[src/rtl/sprite_pkg.sv]
// ============================================================================
//  Module      : sprite_pkg
//  Description : Shared types and constants for the sprite motion controller:
//                heading encoding, keypad / PS/2 code values and FSM states.
//  Revision    : 1.0 - initial release
// ============================================================================
`default_nettype none

package sprite_pkg;

  // Heading encoding. Opposite headings differ only in bit 0.
  typedef enum logic [1:0] {
    DIR_UP    = 2'b00,
    DIR_DOWN  = 2'b01,
    DIR_LEFT  = 2'b10,
    DIR_RIGHT = 2'b11
  } dir_t;

  // Matrix keypad scan codes
  localparam logic [4:0] c_key_left  = 5'h0C;
  localparam logic [4:0] c_key_right = 5'h0E;
  localparam logic [4:0] c_key_down  = 5'h09;
  localparam logic [4:0] c_key_up    = 5'h11;

  // PS/2 make codes (arrow keys)
  localparam logic [7:0] c_kbd_left  = 8'h6B;
  localparam logic [7:0] c_kbd_right = 8'h74;
  localparam logic [7:0] c_kbd_up    = 8'h75;
  localparam logic [7:0] c_kbd_down  = 8'h72;

  typedef enum logic [1:0] {
    ST_IDLE       = 2'd0,
    ST_PROBE_TURN = 2'd1,
    ST_PROBE_FWD  = 2'd2,
    ST_APPLY      = 2'd3
  } state_t;

  function automatic dir_t f_opposite(input dir_t d);
    return dir_t'(d ^ 2'b01);
  endfunction

endpackage

`default_nettype wire

[src/rtl/key_dir_decoder.sv]
// ============================================================================
//  Module      : key_dir_decoder
//  Description : Edge-detects the keypad and PS/2 ready levels, maps codes to
//                headings and merges both sources (PS/2 has priority).
//  Revision    : 1.0 - initial release
//
//  Ports:
//    clk          in   system clock
//    rst          in   synchronous active-high reset
//    i_key_code   in   [4:0] keypad scan code
//    i_key_ready  in   keypad code valid (level)
//    i_kbd_code   in   [7:0] PS/2 make code
//    i_kbd_ready  in   PS/2 code valid (level)
//    o_req_valid  out  one-cycle pulse: a new recognised direction request
//    o_req_dir    out  [1:0] requested heading (valid with o_req_valid)
// ============================================================================
`default_nettype none

module key_dir_decoder
  import sprite_pkg::*;
(
  input  logic       clk,
  input  logic       rst,
  input  logic [4:0] i_key_code,
  input  logic       i_key_ready,
  input  logic [7:0] i_kbd_code,
  input  logic       i_kbd_ready,
  output logic       o_req_valid,
  output logic [1:0] o_req_dir
);

  logic r_key_ready_d;
  logic r_kbd_ready_d;
  logic w_key_edge;
  logic w_kbd_edge;
  logic w_key_hit;
  logic w_kbd_hit;
  dir_t w_key_dir;
  dir_t w_kbd_dir;

  always_ff @(posedge clk) begin
    if (rst) begin
      r_key_ready_d <= 1'b0;
      r_kbd_ready_d <= 1'b0;
    end else begin
      r_key_ready_d <= i_key_ready;
      r_kbd_ready_d <= i_kbd_ready;
    end
  end

  assign w_key_edge = i_key_ready & ~r_key_ready_d;
  assign w_kbd_edge = i_kbd_ready & ~r_kbd_ready_d;

  always_comb begin
    w_key_hit = 1'b1;
    w_key_dir = DIR_UP;
    case (i_key_code)
      c_key_left:  w_key_dir = DIR_LEFT;
      c_key_right: w_key_dir = DIR_RIGHT;
      c_key_down:  w_key_dir = DIR_DOWN;
      c_key_up:    w_key_dir = DIR_UP;
      default:     w_key_hit = 1'b0;
    endcase
  end

  always_comb begin
    w_kbd_hit = 1'b1;
    w_kbd_dir = DIR_UP;
    case (i_kbd_code)
      c_kbd_left:  w_kbd_dir = DIR_LEFT;
      c_kbd_right: w_kbd_dir = DIR_RIGHT;
      c_kbd_up:    w_kbd_dir = DIR_UP;
      c_kbd_down:  w_kbd_dir = DIR_DOWN;
      default:     w_kbd_hit = 1'b0;
    endcase
  end

  // A recognised PS/2 press overrides a simultaneous keypad press; an
  // unrecognised code on either source is simply not a request.
  always_comb begin
    o_req_valid = 1'b0;
    o_req_dir   = DIR_UP;
    if (w_kbd_edge && w_kbd_hit) begin
      o_req_valid = 1'b1;
      o_req_dir   = w_kbd_dir;
    end else if (w_key_edge && w_key_hit) begin
      o_req_valid = 1'b1;
      o_req_dir   = w_key_dir;
    end
  end

endmodule

`default_nettype wire

[src/rtl/sprite_motion_ctrl.sv]
// ============================================================================
//  Module      : sprite_motion_ctrl
//  Description : Single-sprite motion controller. Buffers a pending turn,
//                probes candidate moves against the maze on every step tick
//                and updates the position with tunnel wrap-around.
//  Revision    : 1.0 - initial release
//
//  Ports:
//    clk, rst                 clock, synchronous active-high reset
//    i_en                     0 = ignore ticks / freeze position
//    i_key_code, i_key_ready  keypad code and level-valid
//    i_kbd_code, i_kbd_ready  PS/2 make code and level-valid
//    o_probe_req/x/y/dir      maze probe request (held until ack)
//    i_probe_ack, i_probe_free probe result
//    o_pos_x, o_pos_y         sprite position
//    o_dir                    current heading
//    o_moving                 last tick produced a move
//    o_turn_pending           buffered turn differs from heading
// ============================================================================
`default_nettype none

module sprite_motion_ctrl
  import sprite_pkg::*;
#(
  parameter int         X_W          = 10,
  parameter int         Y_W          = 9,
  parameter int         X_INIT       = 320,
  parameter int         Y_INIT       = 146,
  parameter logic [1:0] DIR_INIT     = 2'b00,
  parameter int         STEP_DIV     = 131072,
  parameter int         STEP_PX      = 1,
  parameter int         X_MIN        = 0,
  parameter int         X_MAX        = 639,
  parameter int         Y_MIN        = 0,
  parameter int         Y_MAX        = 479,
  parameter int         TURN_HOLD    = 8,
  parameter int         REVERSE_FAST = 1
) (
  input  logic           clk,
  input  logic           rst,
  input  logic           i_en,
  input  logic [4:0]     i_key_code,
  input  logic           i_key_ready,
  input  logic [7:0]     i_kbd_code,
  input  logic           i_kbd_ready,
  output logic           o_probe_req,
  output logic [X_W-1:0] o_probe_x,
  output logic [Y_W-1:0] o_probe_y,
  output logic [1:0]     o_probe_dir,
  input  logic           i_probe_ack,
  input  logic           i_probe_free,
  output logic [X_W-1:0] o_pos_x,
  output logic [Y_W-1:0] o_pos_y,
  output logic [1:0]     o_dir,
  output logic           o_moving,
  output logic           o_turn_pending
);

  localparam int c_tick_w = (STEP_DIV > 1) ? $clog2(STEP_DIV) : 1;
  localparam logic [c_tick_w-1:0] c_tick_last = c_tick_w'(STEP_DIV - 1);
  localparam int c_hold_w = (TURN_HOLD > 1) ? $clog2(TURN_HOLD) : 1;
  localparam logic [c_hold_w-1:0] c_hold_last = c_hold_w'(TURN_HOLD - 1);

  // Wrap thresholds precomputed so the candidate logic compares before it
  // subtracts and never underflows the position width.
  localparam logic [X_W-1:0] c_x_min  = X_W'(X_MIN);
  localparam logic [X_W-1:0] c_x_max  = X_W'(X_MAX);
  localparam logic [X_W-1:0] c_x_lo   = X_W'(X_MIN + STEP_PX);
  localparam logic [X_W-1:0] c_x_hi   = X_W'(X_MAX - STEP_PX);
  localparam logic [X_W-1:0] c_x_step = X_W'(STEP_PX);
  localparam logic [Y_W-1:0] c_y_min  = Y_W'(Y_MIN);
  localparam logic [Y_W-1:0] c_y_max  = Y_W'(Y_MAX);
  localparam logic [Y_W-1:0] c_y_lo   = Y_W'(Y_MIN + STEP_PX);
  localparam logic [Y_W-1:0] c_y_hi   = Y_W'(Y_MAX - STEP_PX);
  localparam logic [Y_W-1:0] c_y_step = Y_W'(STEP_PX);

  function automatic logic [X_W-1:0] f_step_x(input logic [X_W-1:0] x, input dir_t d);
    logic [X_W-1:0] nx;
    nx = x;
    if (d == DIR_LEFT)  nx = (x < c_x_lo) ? c_x_max : x - c_x_step;
    if (d == DIR_RIGHT) nx = (x > c_x_hi) ? c_x_min : x + c_x_step;
    return nx;
  endfunction

  function automatic logic [Y_W-1:0] f_step_y(input logic [Y_W-1:0] y, input dir_t d);
    logic [Y_W-1:0] ny;
    ny = y;
    if (d == DIR_UP)   ny = (y < c_y_lo) ? c_y_max : y - c_y_step;
    if (d == DIR_DOWN) ny = (y > c_y_hi) ? c_y_min : y + c_y_step;
    return ny;
  endfunction

  logic [c_tick_w-1:0] r_tick_cnt;
  state_t              r_state;
  dir_t                r_dir;
  dir_t                r_pend_dir;
  logic [c_hold_w-1:0] r_hold_cnt;
  logic [X_W-1:0]      r_pos_x;
  logic [Y_W-1:0]      r_pos_y;
  logic                r_moving;
  logic                r_turn_pending;
  logic                r_probe_req;
  logic [X_W-1:0]      r_probe_x;
  logic [Y_W-1:0]      r_probe_y;
  dir_t                r_probe_dir;

  logic                w_tick;
  logic                w_req_valid;
  logic [1:0]          w_req_dir_raw;
  dir_t                w_req_dir;
  logic                w_rev_fast;
  dir_t                w_dir_eff;
  dir_t                w_pend_eff;
  logic                w_start_turn;
  dir_t                w_start_dir;
  logic                w_ack;

  key_dir_decoder u_key_dir_decoder (
    .clk         (clk),
    .rst         (rst),
    .i_key_code  (i_key_code),
    .i_key_ready (i_key_ready),
    .i_kbd_code  (i_kbd_code),
    .i_kbd_ready (i_kbd_ready),
    .o_req_valid (w_req_valid),
    .o_req_dir   (w_req_dir_raw)
  );

  assign w_req_dir = dir_t'(w_req_dir_raw);
  assign w_tick    = (r_tick_cnt == c_tick_last);
  assign w_ack     = i_probe_ack & r_probe_req;

  // Heading and pending turn as they will stand after this cycle's request,
  // so a tick coinciding with a request probes the up-to-date direction.
  always_comb begin
    w_rev_fast   = (REVERSE_FAST != 0) && (r_state == ST_IDLE) && w_req_valid
                   && (w_req_dir == f_opposite(r_dir));
    w_dir_eff    = w_rev_fast ? w_req_dir : r_dir;
    w_pend_eff   = w_req_valid ? w_req_dir : r_pend_dir;
    w_start_turn = (w_pend_eff != w_dir_eff);
    w_start_dir  = w_start_turn ? w_pend_eff : w_dir_eff;
  end

  always_ff @(posedge clk) begin
    if (rst) r_tick_cnt <= '0;
    else if (w_tick) r_tick_cnt <= '0;
    else r_tick_cnt <= r_tick_cnt + 1'b1;
  end

  always_ff @(posedge clk) begin
    if (rst) begin
      r_state        <= ST_IDLE;
      r_dir          <= dir_t'(DIR_INIT);
      r_pend_dir     <= dir_t'(DIR_INIT);
      r_hold_cnt     <= '0;
      r_pos_x        <= X_W'(X_INIT);
      r_pos_y        <= Y_W'(Y_INIT);
      r_moving       <= 1'b0;
      r_turn_pending <= 1'b0;
      r_probe_req    <= 1'b0;
      r_probe_x      <= '0;
      r_probe_y      <= '0;
      r_probe_dir    <= dir_t'(DIR_INIT);
    end else begin
      r_turn_pending <= (r_pend_dir != r_dir);
      case (r_state)
        ST_IDLE: begin
          if (w_rev_fast) r_dir <= w_req_dir;
          if (w_tick && i_en) begin
            r_probe_req <= 1'b1;
            r_probe_x   <= f_step_x(r_pos_x, w_start_dir);
            r_probe_y   <= f_step_y(r_pos_y, w_start_dir);
            r_probe_dir <= w_start_dir;
            r_state     <= w_start_turn ? ST_PROBE_TURN : ST_PROBE_FWD;
          end
        end
        ST_PROBE_TURN: begin
          if (w_ack) begin
            r_probe_req <= 1'b0;
            if (i_probe_free) begin
              // Take the heading actually probed; a request arriving during
              // the handshake only updates the pending turn.
              r_dir   <= r_probe_dir;
              r_state <= ST_APPLY;
            end else begin
              if (TURN_HOLD != 0) begin
                if (r_hold_cnt == c_hold_last) begin
                  r_hold_cnt <= '0;
                  r_pend_dir <= r_dir;
                end else begin
                  r_hold_cnt <= r_hold_cnt + 1'b1;
                end
              end
              if (i_en) begin
                // Load the forward candidate now; the request is re-raised
                // one cycle later so req drops for a cycle after every ack.
                r_probe_x   <= f_step_x(r_pos_x, r_dir);
                r_probe_y   <= f_step_y(r_pos_y, r_dir);
                r_probe_dir <= r_dir;
                r_state     <= ST_PROBE_FWD;
              end else begin
                r_state <= ST_IDLE;
              end
            end
          end
        end
        ST_PROBE_FWD: begin
          if (!r_probe_req) begin
            r_probe_req <= 1'b1;
          end else if (w_ack) begin
            r_probe_req <= 1'b0;
            if (i_probe_free) begin
              r_state <= ST_APPLY;
            end else begin
              r_moving <= 1'b0;
              r_state  <= ST_IDLE;
            end
          end
        end
        ST_APPLY: begin
          if (i_en) begin
            r_pos_x  <= r_probe_x;
            r_pos_y  <= r_probe_y;
            r_moving <= 1'b1;
          end
          r_state <= ST_IDLE;
        end
        default: r_state <= ST_IDLE;
      endcase
      if (w_req_valid) begin
        r_pend_dir <= w_req_dir;
        r_hold_cnt <= '0;
      end
    end
  end

  assign o_probe_req    = r_probe_req;
  assign o_probe_x      = r_probe_x;
  assign o_probe_y      = r_probe_y;
  assign o_probe_dir    = r_probe_dir;
  assign o_pos_x        = r_pos_x;
  assign o_pos_y        = r_pos_y;
  assign o_dir          = r_dir;
  assign o_moving       = r_moving;
  assign o_turn_pending = r_turn_pending;

endmodule

`default_nettype wire

[config.mk]
export PLATFORM = sky130hd
export DESIGN_NAME = sprite_motion_ctrl
export DESIGN_NICKNAME = d
export VERILOG_FILES = /design/src/rtl/sprite_pkg.sv /design/src/rtl/key_dir_decoder.sv /design/src/rtl/sprite_motion_ctrl.sv
export SDC_FILE = /design/constraint.sdc
export NUM_CORES = 1
export LEC_CHECK = 0
export ABC_AREA = 0
export CORE_MARGIN = 1
export CORE_UTILIZATION = 48
export DETAILED_ROUTE_END_ITERATION = 12
export DONT_BUFFER_PORTS = 1
export SLEW_MARGIN = 20
export SYNTH_ARGS = -nofsm -noshare
export SYNTH_HDL_FRONTEND = slang
export SYNTH_SLANG_ARGS = --single-unit
export TNS_END_PERCENT = 50
[constraint.sdc]
create_clock -name clk -period 3.3 [get_ports clk]
set_input_delay 0.33 -clock clk [delete_from_list [all_inputs] [get_ports clk]]
set_output_delay 0.33 -clock clk [all_outputs]
set_load 0.01 [all_outputs]
==> results.json <==
{
  "antenna_cells": 0,
  "worst_pin_slew_ps": 858.8,
  "synth_compound_area_share_pct": 24.48,
  "fin_setup_tns_ps": 0,
  "synth_area_per_cell_um2": 7.458,
  "yosys-top-cells-area": "dfxtp_1 (30%), nor2_1 (6.6%), nand2_1 (6.1%), a21oi_1 (5.2%), o21ai_0 (3.8%)",
  "ys_types": 72,
  "synth_ff_type": "dfxtp_1",
  "syn-cell-area_um2": 4758,
  "num_vias": 4530,
  "finalClockSkew_ps": 8.556,
  "p_per_area_nw_per_um2": 327.2,
  "first_pass_iters": 5,
  "grt_pass1_wl_mm": 21.55,
  "cts_buffers": 9,
  "clk_path_buf_depth": 2,
  "synth_xor_area_share_pct": 6.442,
  "synth_area_leader_cell": "dfxtp_1",
  "track_usage_pct": 26.63,
  "fp.dieW_um": 101.6,
  "setup_ws_ps": 376.8,
  "worstHoldStart": "rst",
  "ys_seq_elements": 71,
  "relSlewSlack_pct": 42.59,
  "ioPinCount": 65,
  "rsz0062_at_grt": "false",
  "reg2reg_from": "r_tick_cnt[3]",
  "cts_setup_buffers": 0,
  "grt_pass1_vias": 4313,
  "crit_fanout": 14,
  "synth_mux_area_share_pct": 2.551,
  "clock-sinks": 71,
  "rows": 35,
  "crit_start": "r_tick_cnt[3]",
  "nets": 646,
  "drc": 0,
  "status": "complete, no violations",
  "cts_tree": "done",
  "crit_path_end_kind": "flop",
  "ctsRootBufferMaster": "clkbuf_8",
  "gp_congestion": 0.8719,
  "core_um2": 9415,
  "htreeDepth": 3,
  "ys_warn_count": 0,
  "drv_cap": 0,
  "fin_crit_sh_pct": 88.58,
  "vias_per_cell": 6.040,
  "fmax_ghz": 0.3421,
  "setup-violations-final": 0,
  "worstPathRequired_ps": 3540,
  "antenna_found_initial": 0,
  "synth_top_family_by_area": "simple AND/OR/NAND/NOR gates",
  "die-height_um": 101.6,
  "portBuffers": 0,
  "synthSimpleGateAreaFrac_pct": 28.95,
  "maxSlewViolCount": 0,
  "period_minus_slack_ps": 2923,
  "ir_drop_v": 0.0002058,
  "p_leak_nw": 1.844,
  "synth_nets": 668,
  "wl_per_cell_um": 17.15,
  "hold_class": "input pin to flop",
  "gr-total-overflow": 0,
  "area_growth_pct": 6.258,
  "dpl_worst_slack_ps": 259.2,
  "dieArea_um2": 10320,
  "grt_max_degree": 50,
  "yosysTopAreaCellShare_pct": 29.87,
  "initial_utilization_pct": 50.54,
  "synth_edf_count": 0,
  "drt_iter0_drc": 281,
  "worst_setup_path_start_kind": "flop",
  "clock_latency_ps": 360,
  "ant_nets": 0,
  "drt_wl_total_mm": 12.86,
  "power_mw": 1.654,
  "crit_arrival_ps": 3170,
  "path_clk_slew_ps": 90,
  "synthAdderAreaFrac_pct": 2.630,
  "hold_viol": 0,
  "async_flop_share_pct": 0,
  "drive_gt1_share_pct": 8.535,
  "ys_seq_area_share_pct": 29.87,
  "crit_type": "flop to flop",
  "place_hpwl_mm": 8.806,
  "synth_cells": 638
}
kinds of logic after synthesis:
| group | after synthesis |
|---|---|
| xor gates and xnor gates | 35 |
| adders and majority gates | 10 |
| muxes | 11 |
| DFF | 71 |
| AOI/OAI and AO/OA | 172 |
| and+or+nand+nor | 278 |
| buffers and inverters | 61 |
synthesized netlist by cell type (3+ instances only):
master / number
a211o_1: 3
a211oi_1: 6
a21o_1: 5
a21oi_1: 49
a221oi_1: 8
a22o_1: 3
a22oi_1: 5
a311oi_1: 4
a31oi_1: 4
a32o_1: 3
and2_1: 5
and3_1: 8
and4_1: 5
buf_1: 3
clkbuf_1: 45
dfxtp_1: 71
ha_1: 10
inv_1: 10
mux2i_1: 8
nand2_1: 77
nand2b_1: 13
nand3_1: 21
nand3b_1: 9
nand4_1: 7
nor2_1: 84
nor2b_1: 5
nor3_1: 17
nor3b_1: 3
nor4_1: 6
o211ai_1: 5
o21ai_0: 36
o21ai_1: 7
o22a_1: 3
o22ai_1: 4
o31ai_1: 4
or4_1: 4
xnor2_1: 20
xor2_1: 15
critical path, stage by stage (launching register included):
cell	delay, ps
dfxtp_1	410
and4_1	260
and3_1	250
and4_1	210
nand4_1	110
nor2_1	140
ha_1	200
mux2i_1	110
or3b_4	510
a221oi_1	320
o31ai_1	110
nor4b_2	170
where the power goes:
| part | leakage [nW] | internal [mW] | switching [mW] |
|---|---|---|---|
| clock | 0.102 | 0.301 | 0.411 |
| combinational | 1.17 | 0.0308 | 0.0449 |
| sequential | 0.573 | 0.862 | 0.00459 |
placed cells by master (no fill, tap or decap), drive strengths merged, types with 9 or more instances in the layout:
cell type   n
nor2       85
nand2      78
clkbuf      9
nand2b     13
buf        17
nand3b      9
nor3       17
xor2       15
ha         10
xnor2      20
inv        16
dfxtp      71
o21ai      44
nand3      21
a21oi      50
sequential cells by signal (all words and copies together) (netlist names):
name and count:
o_dir 2, o_moving 1, o_pos_x 10, o_pos_y 9
o_probe_dir 2, o_probe_req 1, o_probe_x 10, o_probe_y 9
o_turn_pending 1, r_hold_cnt 3, r_pend_dir 2, r_state 2
r_tick_cnt 17, u_key_dir_decoder.r_kbd_ready_d 1, u_key_dir_decoder.r_key_ready_d 1
final cells by class:
type | count | area [µm²]
clock buffer | 9 | 123.9
clock inverter | 7 | 71.32
fill | 920 | 4359
inverter | 10 | 37.54
multi-input combinational | 506 | 3103
sequential | 71 | 1421
tap | 129 | 161.4
timing repair buffer | 18 | 137.6
per-stage QoR:
stage | instances | hold WS [ps] | util (%) | instance area, µm²
after floorplan | 638 | 413.2 | - | 4758
after global placement | 733 | 403.9 | 51.50 | 4848
after detailed placement | 733 | 406.6 | 51.50 | 4848
after CTS | 749 | 14.81 | 53.57 | 5044
after global routing | 750 | 7.480 | 53.70 | 5056
final | 750 | 34.97 | 53.70 | 5056
final timing paths:
| path | end | slack (ps) | depth (start not counted) |
|---|---|---|---|
| worst max-delay path | o_probe_y[3] | 380 | 11 |
| worst min-delay path | o_dir[1] | 30 | 1 |
| worst max register to register | o_probe_y[3] | 380 | 11 |
| worst min register to register | r_tick_cnt[0] | 450 | 1 |
layer usage:
| metal | vias up | GRT usage [%] | share of wire, % |
|---|---|---|---|
| met2 | 166 | 43.71 | 48 |
| met5 | - | 0 | 0 |
| met1 | 2096 | 33.95 | 44 |
| li1 | 2251 | - | - |
| met4 | 0 | 10.03 | 1.6 |
| met3 | 17 | 6.073 | 6.8 |
timing repair:
item                       4_1_cts  5_1_grt
hold buffers                     0        1
setup endpoints to repair        0        4
hold endpoints to repair         0        1
resized for setup                0        1
Note: power is estimated with default switching activity, not from simulation.
